### src/rtl/pipe_hazard_ctrl_if.sv
// ID-stage view of the hazard controller: instruction fields in, stall/refresh out.
// Signals: id_* (ID instruction), exc_oc, stall/refresh per boundary, flush_busy.
interface pipe_hazard_ctrl_if #(
   parameter int NSTAGE = 5,
   parameter int RW     = 5,
   parameter int LATW   = 2
);
   logic              id_valid;
   logic              id_branch;
   logic              id_rs_ren;
   logic [RW-1:0]     id_rs;
   logic              id_rt_ren;
   logic [RW-1:0]     id_rt;
   logic              id_wen;
   logic [RW-1:0]     id_wreg;
   logic [LATW-1:0]   id_wlat;
   logic              exc_oc;
   logic [NSTAGE-2:0] stall;
   logic [NSTAGE-2:0] refresh;
   logic              flush_busy;

   modport master (
      output id_valid, id_branch, id_rs_ren, id_rs,
      output id_rt_ren, id_rt, id_wen, id_wreg, id_wlat,
      output exc_oc,
      input  stall, refresh, flush_busy
   );

   modport slave (
      input  id_valid, id_branch, id_rs_ren, id_rs,
      input  id_rt_ren, id_rt, id_wen, id_wreg, id_wlat,
      input  exc_oc,
      output stall, refresh, flush_busy
   );
endinterface

### src/rtl/pipe_hazard_ctrl.sv
// Pipeline stall/flush controller: per-register latency scoreboard + exception flush sequencer.
// Ports: clk, resetn (async low), hz (slave: id_*, exc_oc -> stall, refresh, flush_busy);
// HAZ_PERF_EN adds stall_cycles (saturating count of cycles with stall[0]=1).
module pipe_hazard_ctrl #(
   parameter int NSTAGE    = 5,
   parameter int RW        = 5,
   parameter int LATW      = 2,
   parameter int FLUSH_CYC = 1
) (
   input  logic clk,
   input  logic resetn,
   pipe_hazard_ctrl_if.slave hz
`ifdef HAZ_PERF_EN
   ,
   output logic [31:0] stall_cycles
`endif
);
   localparam int NREG = 2 ** RW;
   localparam int NB   = NSTAGE - 1;
   localparam int FW   = (FLUSH_CYC > 0) ? $clog2(FLUSH_CYC + 1) : 1;

   typedef enum logic {
      IDLE  = 1'b0,
      FLUSH = 1'b1
   } state_t;

   state_t          r_state;
   state_t          w_state_nx;
   logic [FW-1:0]   r_fcnt;
   logic [FW-1:0]   w_fcnt_nx;
   logic [LATW-1:0] r_cnt [NREG];

   logic [LATW-1:0] w_thr;
   logic [LATW-1:0] w_rs_cnt;
   logic [LATW-1:0] w_rt_cnt;
   logic            w_haz;
   logic            w_issue;
   logic [NB-1:0]   w_stall;
   logic [NB-1:0]   w_refresh;

   // r0 is hardwired zero, never a pending producer
   assign w_rs_cnt = (hz.id_rs == '0) ? '0 : r_cnt[hz.id_rs];
   assign w_rt_cnt = (hz.id_rt == '0) ? '0 : r_cnt[hz.id_rt];

   // branches consume in ID, one stage earlier than EX consumers
   assign w_thr = hz.id_branch ? LATW'(0) : LATW'(1);

   assign w_haz = hz.id_valid &
                  ((hz.id_rs_ren & (w_rs_cnt > w_thr)) |
                   (hz.id_rt_ren & (w_rt_cnt > w_thr)));

   assign w_issue = hz.id_valid & hz.id_wen & (hz.id_wreg != '0) &
                    ~w_stall[0] & ~hz.exc_oc & (r_state == IDLE);

   always_comb begin
      w_stall   = '0;
      w_refresh = '0;
      if (!resetn) begin
         w_refresh = '1;
      end else if (hz.exc_oc) begin
         // WB instruction is older than the exception and still retires
         w_refresh = {1'b0, {(NB-1){1'b1}}};
      end else if (r_state == FLUSH) begin
         w_refresh[0] = 1'b1;
         w_refresh[1] = ~hz.id_valid;
      end else if (w_haz) begin
         w_stall[0]   = 1'b1;
         w_refresh[1] = 1'b1;
      end else begin
         w_refresh[1] = ~hz.id_valid;
      end
   end

   assign hz.stall      = w_stall;
   assign hz.refresh    = w_refresh;
   assign hz.flush_busy = (r_state == FLUSH);

   always_ff @(posedge clk or negedge resetn) begin
      if (!resetn) begin
         for (int r = 0; r < NREG; r++) r_cnt[r] <= '0;
      end else begin
         for (int r = 0; r < NREG; r++) begin
            if (hz.exc_oc)
               r_cnt[r] <= '0;
            else if (w_issue && hz.id_wreg == RW'(r))
               r_cnt[r] <= hz.id_wlat;
            else if (r_cnt[r] != '0)
               r_cnt[r] <= r_cnt[r] - LATW'(1);
         end
      end
   end

   always_comb begin
      w_state_nx = r_state;
      w_fcnt_nx  = r_fcnt;
      unique case (r_state)
         IDLE: begin
            if (hz.exc_oc && FLUSH_CYC > 0) begin
               w_state_nx = FLUSH;
               w_fcnt_nx  = FW'(FLUSH_CYC);
            end
         end
         FLUSH: begin
            if (hz.exc_oc) begin
               w_fcnt_nx = FW'(FLUSH_CYC);
            end else if (r_fcnt == FW'(1)) begin
               w_state_nx = IDLE;
               w_fcnt_nx  = '0;
            end else begin
               w_fcnt_nx = r_fcnt - FW'(1);
            end
         end
         default: begin
            w_state_nx = IDLE;
            w_fcnt_nx  = '0;
         end
      endcase
   end

   always_ff @(posedge clk or negedge resetn) begin
      if (!resetn) begin
         r_state <= IDLE;
         r_fcnt  <= '0;
      end else begin
         r_state <= w_state_nx;
         r_fcnt  <= w_fcnt_nx;
      end
   end

`ifdef HAZ_PERF_EN
   logic [31:0] r_stall_cycles;

   always_ff @(posedge clk or negedge resetn) begin
      if (!resetn)
         r_stall_cycles <= '0;
      else if (w_stall[0] && r_stall_cycles != 32'hFFFF_FFFF)
         r_stall_cycles <= r_stall_cycles + 32'd1;
   end

   assign stall_cycles = r_stall_cycles;
`endif
endmodule

### src/flat_wrapper.sv
// flat-port wrapper written by rule: the top's interface ports become plain ports
module pipe_hazard_ctrl_flat 
#(
   parameter int NSTAGE    = 5,
   parameter int RW        = 5,
   parameter int LATW      = 2,
   parameter int FLUSH_CYC = 1
)
  (clk, resetn, hz_id_valid, hz_id_branch, hz_id_rs_ren, hz_id_rs, hz_id_rt_ren, hz_id_rt, hz_id_wen, hz_id_wreg, hz_id_wlat, hz_exc_oc, hz_stall, hz_refresh, hz_flush_busy);
  pipe_hazard_ctrl_if #(.NSTAGE(NSTAGE), .RW(RW), .LATW(LATW)) hz_i ();
  input  logic clk;
  input  logic resetn;
  input wire logic [$bits(hz_i.id_valid)-1:0] hz_id_valid;
  input wire logic [$bits(hz_i.id_branch)-1:0] hz_id_branch;
  input wire logic [$bits(hz_i.id_rs_ren)-1:0] hz_id_rs_ren;
  input wire logic [$bits(hz_i.id_rs)-1:0] hz_id_rs;
  input wire logic [$bits(hz_i.id_rt_ren)-1:0] hz_id_rt_ren;
  input wire logic [$bits(hz_i.id_rt)-1:0] hz_id_rt;
  input wire logic [$bits(hz_i.id_wen)-1:0] hz_id_wen;
  input wire logic [$bits(hz_i.id_wreg)-1:0] hz_id_wreg;
  input wire logic [$bits(hz_i.id_wlat)-1:0] hz_id_wlat;
  input wire logic [$bits(hz_i.exc_oc)-1:0] hz_exc_oc;
  output wire logic [$bits(hz_i.stall)-1:0] hz_stall;
  output wire logic [$bits(hz_i.refresh)-1:0] hz_refresh;
  output wire logic [$bits(hz_i.flush_busy)-1:0] hz_flush_busy;
  assign hz_i.id_valid = hz_id_valid;
  assign hz_i.id_branch = hz_id_branch;
  assign hz_i.id_rs_ren = hz_id_rs_ren;
  assign hz_i.id_rs = hz_id_rs;
  assign hz_i.id_rt_ren = hz_id_rt_ren;
  assign hz_i.id_rt = hz_id_rt;
  assign hz_i.id_wen = hz_id_wen;
  assign hz_i.id_wreg = hz_id_wreg;
  assign hz_i.id_wlat = hz_id_wlat;
  assign hz_i.exc_oc = hz_exc_oc;
  assign hz_stall = hz_i.stall;
  assign hz_refresh = hz_i.refresh;
  assign hz_flush_busy = hz_i.flush_busy;
  pipe_hazard_ctrl #(.NSTAGE(NSTAGE), .RW(RW), .LATW(LATW), .FLUSH_CYC(FLUSH_CYC)) u_core (.clk(clk), .resetn(resetn), .hz(hz_i));
endmodule
### config.mk
export PLATFORM = sky130hd
export DESIGN_NAME = pipe_hazard_ctrl_flat
export DESIGN_NICKNAME = d
export VERILOG_FILES = /design/src/rtl/pipe_hazard_ctrl_if.sv /design/src/rtl/pipe_hazard_ctrl.sv /design/src/flat_wrapper.sv
export SDC_FILE = /design/constraint.sdc
export NUM_CORES = 1
export LEC_CHECK = 0
export ABC_AREA = 1
export CAP_MARGIN = 20
export CORE_ASPECT_RATIO = 1.25
export CORE_MARGIN = 3
export CORE_UTILIZATION = 28
export CTS_CLUSTER_DIAMETER = 100
export CTS_CLUSTER_SIZE = 28
export DETAILED_ROUTE_END_ITERATION = 7
export SETUP_SLACK_MARGIN = 0.05
export SLEW_MARGIN = 10
export SYNTH_ARGS = -nofsm -noshare
export SYNTH_HDL_FRONTEND = slang
export SYNTH_SLANG_ARGS = --single-unit
### constraint.sdc
create_clock -name clk -period 9.6 [get_ports clk]
set_input_delay 1.92 -clock clk [delete_from_list [all_inputs] [get_ports clk]]
set_output_delay 1.92 -clock clk [all_outputs]
set_load 0.02 [all_outputs]
==> results.md <==
* Count of antenna diodes in the layout at 0
* Setup violations, final at 0
* Number of cells on the worst reg-to-reg path at 18
* Post-detailed-route count of antenna-violating nets at 0
* H-tree depth at 3
* Switching Fraction at between 40 and 50%
* Final weighted congestion in routability-driven placement at 0.8908
* Hold Crit Depth at 2
* Final Skew at ~10 ps
* Number of synthesized register bits at 66
* Number of synthesis warnings at 0
* Maximum achievable frequency at ~130 MHz
* FF-to-FF setup slack at between 6000 and 7000 ps
* Top library cells by usage in the layout, fill and taps aside: nand2_1, inv_1, nand3_1
* Initial DRT Pass Iterations at 5
* Most common flop cell mapped by yosys: dfrtp_1
* Sequential share of power at 32.8%
* Final hold slack at about 480 ps
* Number of antenna violations at the first check in global routing at 1
* Overall Power at 1.392 mW
* Total instance count after detailed placement at roughly 1,400
* Post-CTS setup-driven buffer insertion count at 0
* Post-route minimum period at 7894 ps
* Data arrival, critical path at 5970 ps
* Status: finished, final reports clean
* Fraction of the yosys area taken by sequential cells at 24.90%
* Overall die height at 178.1 um
* Power density of the placed cells at 192.4 nW/um^2
* Skew-Pair Late Insertion Delay at between 300 and 400 ps
* Remaining Overflow, GRT at 0
* Floorplan row count at a little over 60
* Share of total power in combinational logic at between 40 and 50%
* Required @ worst endpoint at roughly 7700 ps
* Net total in the final layout at roughly 1,100
* CP most frequent cell: nand3_1
* Path category of the worst min-delay check: register to register
* IR drop worst, VDD at roughly 0.075 mV
* Clock slew seen by the registers of the worst setup and hold paths at around 60 ps
* DP Wirelength at ~14 mm
* Static power due to leakage at approximately 3.7 nW
* Count of fill cells added during filler insertion at 2,561
* Crit share post-route at between 80% and 90%
* Die area at ~26,000 um^2
* Placeable core region at between 20,000 and 25,000 um^2
* Initial drt markers at 572
* Destination of the worst hold path: u_core.r_cnt[20]
* Switch Pwr at a little over 600 uW
* Starting Density at between 20% and 30%
* Hold Buf Count CTS at 0
* Number of global-route vias before repair at between 6,000 and 7,000
* Pin count of the biggest net entering global routing at 94
* Kind of launch point of the worst setup path: input pin
* Final Slew Violations at 0
* Proportion of netlist area held by the largest area contributor at roughly a quarter
* Cell Area, Synth at 6633 um^2
* Synthesized area per cell at about 6 um^2
* Cell at the root of the clock tree: clkbuf_16
* Clock Path Buffers at 2
* Overall die width at between 100 and 150 um
* Internal portion of total power at 782.4 uW
* Global-route wire length before repair at 32.98 mm
* Slowest library cell on the worst path: clkdlybuf4s50_1
* Most frequent standard cell in the layout excluding fill and tap cells: nand2_1
* Startpoint of the lowest-slack hold path: u_core.r_cnt[20]
* Non-filler cells, final at between 1,000 and 1,500
* Share of cells above drive strength 1 at slightly above 7%
* Clock tree from TritonCTS: built
* Unrepaired setup endpoints after global routing: false
* I/O Buffers at 30
* Beginning of the worst register-to-register path: u_core.r_cnt[14]
* Total DRC errors in the routed layout at 0
* FF-to-FF End: u_core.r_cnt[30]
* Maxcap violations at 0
* Final Hold Viols at 0
* Area after DPL at 6962 um^2
* Clock sink total at 66
* Endpoint type of the worst setup path: output pin
* Cell-by-cell trace of the critical path: clkdlybuf4s50_1 > inv_2 > o21ai_0 > a21oi_1 > o21ai_0 > nand3_1 > nand3_1 > nand3_1 > ha_1 > or2_2 > nand2_1 > nand2_1 > nand2_2 > nand2_4 > inv_1 > clkdlybuf4s50_1
* Number of different library cells in the post-synthesis netlist at 30
* Post-synth EDFFs at 0
* Share of flip-flops with an asynchronous set or reset at between 90% and 100%
* Post-synth top area cell: dfrtp_1
* CTS resizes at 0
* Via count at just under 7,000
* Part of the total power dissipated in the clock network at between 20 and 25%
* Clock buffers created by TritonCTS at 9
* Headroom to the max-slew limit at between 20% and 30%
* Sum Neg Setup Slack at 0 ps
* Via-per-instance ratio at 4.998
* Number of top-level pins at 34
* Cells after synthesis at 1,087
* Most area-consuming cells after synthesis: dfrtp_1, nand2_1, inv_1, ha_1, nand3_1
* Overall fraction of global-route tracks in use at about 16%
* Total length of routed wires at about 20 mm
* Synthesis-to-layout area growth at 9.074%
* Type of the worst setup path: input pin to output pin
* Area of all placed cells without fillers at approximately 7200 um^2
* Area of the multi-input gates at 4068 um^2
* Area taken by flip-flops and latches at between 1500 and 2000 um^2
* Pin slew with the least headroom to its limit at 1096 ps
* Worst-path fanout max at 49
* Avg WL per Cell at 14.86 um
* Slowest stage delay, CP at roughly 980 ps
## per-layer routing
metal,wire (um),vias up,GRT usage [%],part of all wire [%]
li1,-,3466,-,-
met1,9360,3160,21.78,46
met2,9471,184,26.79,47
met3,1072,35,2.601,5.3
met4,446,2,5.573,2.2
met5,7,-,0,0.034
## flip-flops by register name, summed over array words and instances (netlist names)
register,count
u_core.r_cnt,64
u_core.r_fcnt,1
u_core.hz.flush_busy,1
## critical path, delay by kind of cell
family | cells | cell delay, ps
fa+ha+maj | 1 | 260
compound gates | 3 | 540
buf+inv | 4 | 2230
simple gates | 8 | 1000
## synth_stat cells (2+ instances only)
master / n
nand4_1: 64
nand3_2: 31
buf_6: 14
nor2_1: 41
nand3_1: 80
ha_1: 34
buf_2: 6
buf_4: 7
nor3_1: 10
o21ai_0: 47
dfrtp_1: 66
nand2_1: 423
nand2_2: 2
a21oi_2: 12
inv_1: 144
inv_2: 3
clkbuf_1: 22
buf_1: 8
or2_2: 2
a21oi_1: 61
## final cells by class
type                       instances  share of cell area [%]
clock buffer                      11                   3.355
tap                              288                   4.981
clock inverter                     5                  0.4151
multi-input combinational        816                   56.23
inverter                         149                   7.765
timing repair buffer              35                   4.428
sequential                        66                   22.83
## power groups by stage
stage	registers, mW	clock network [mW]	logic [mW]
floorplan	0.422	0	0.500
global placement	0.461	0	0.604
detailed placement	0.460	0	0.618
CTS	0.456	0.322	0.621
global route	0.468	0.339	0.736
finish	0.456	0.317	0.619
## metrics by stage
stage / util, % / worst slack (ps)
4_1_cts: 31.29 / 1734
3_3_place_gp: 30.11 / 1798
2_1_floorplan: - / 3432
3_5_place_dp: 30.11 / 1752
5_1_grt: 31.29 / 1307
6_report: 31.29 / 1706
## cells by family (layout without fill, tap and decap cells)
logic type	after synthesis	count (layout)	share of synthesized area, %
other cells	1	3	0.05654
compound gates	125	125	10.30
buf+inv	207	200	14.02
flops	66	66	24.90
fa+ha+maj	34	34	6.414
simple gates	654	654	44.31
## worst max-delay path by stage
| stage | cells after the start | startpoint | slack, ps | endpoint |
|---|---|---|---|---|
| floorplan | 17 | hz_id_rs[0] | 3430 | hz_refresh[1] |
| global placement | 16 | hz_id_rt[0] | 1800 | hz_stall[0] |
| detailed placement | 16 | hz_id_rt[0] | 1750 | hz_stall[0] |
| CTS | 16 | hz_id_rt[0] | 1730 | hz_stall[0] |
| global route | 16 | hz_id_rt[0] | 1310 | hz_stall[0] |
| finish | 16 | hz_id_rt[0] | 1710 | hz_stall[0] |
Note: power is estimated with default switching activity, not from simulation.
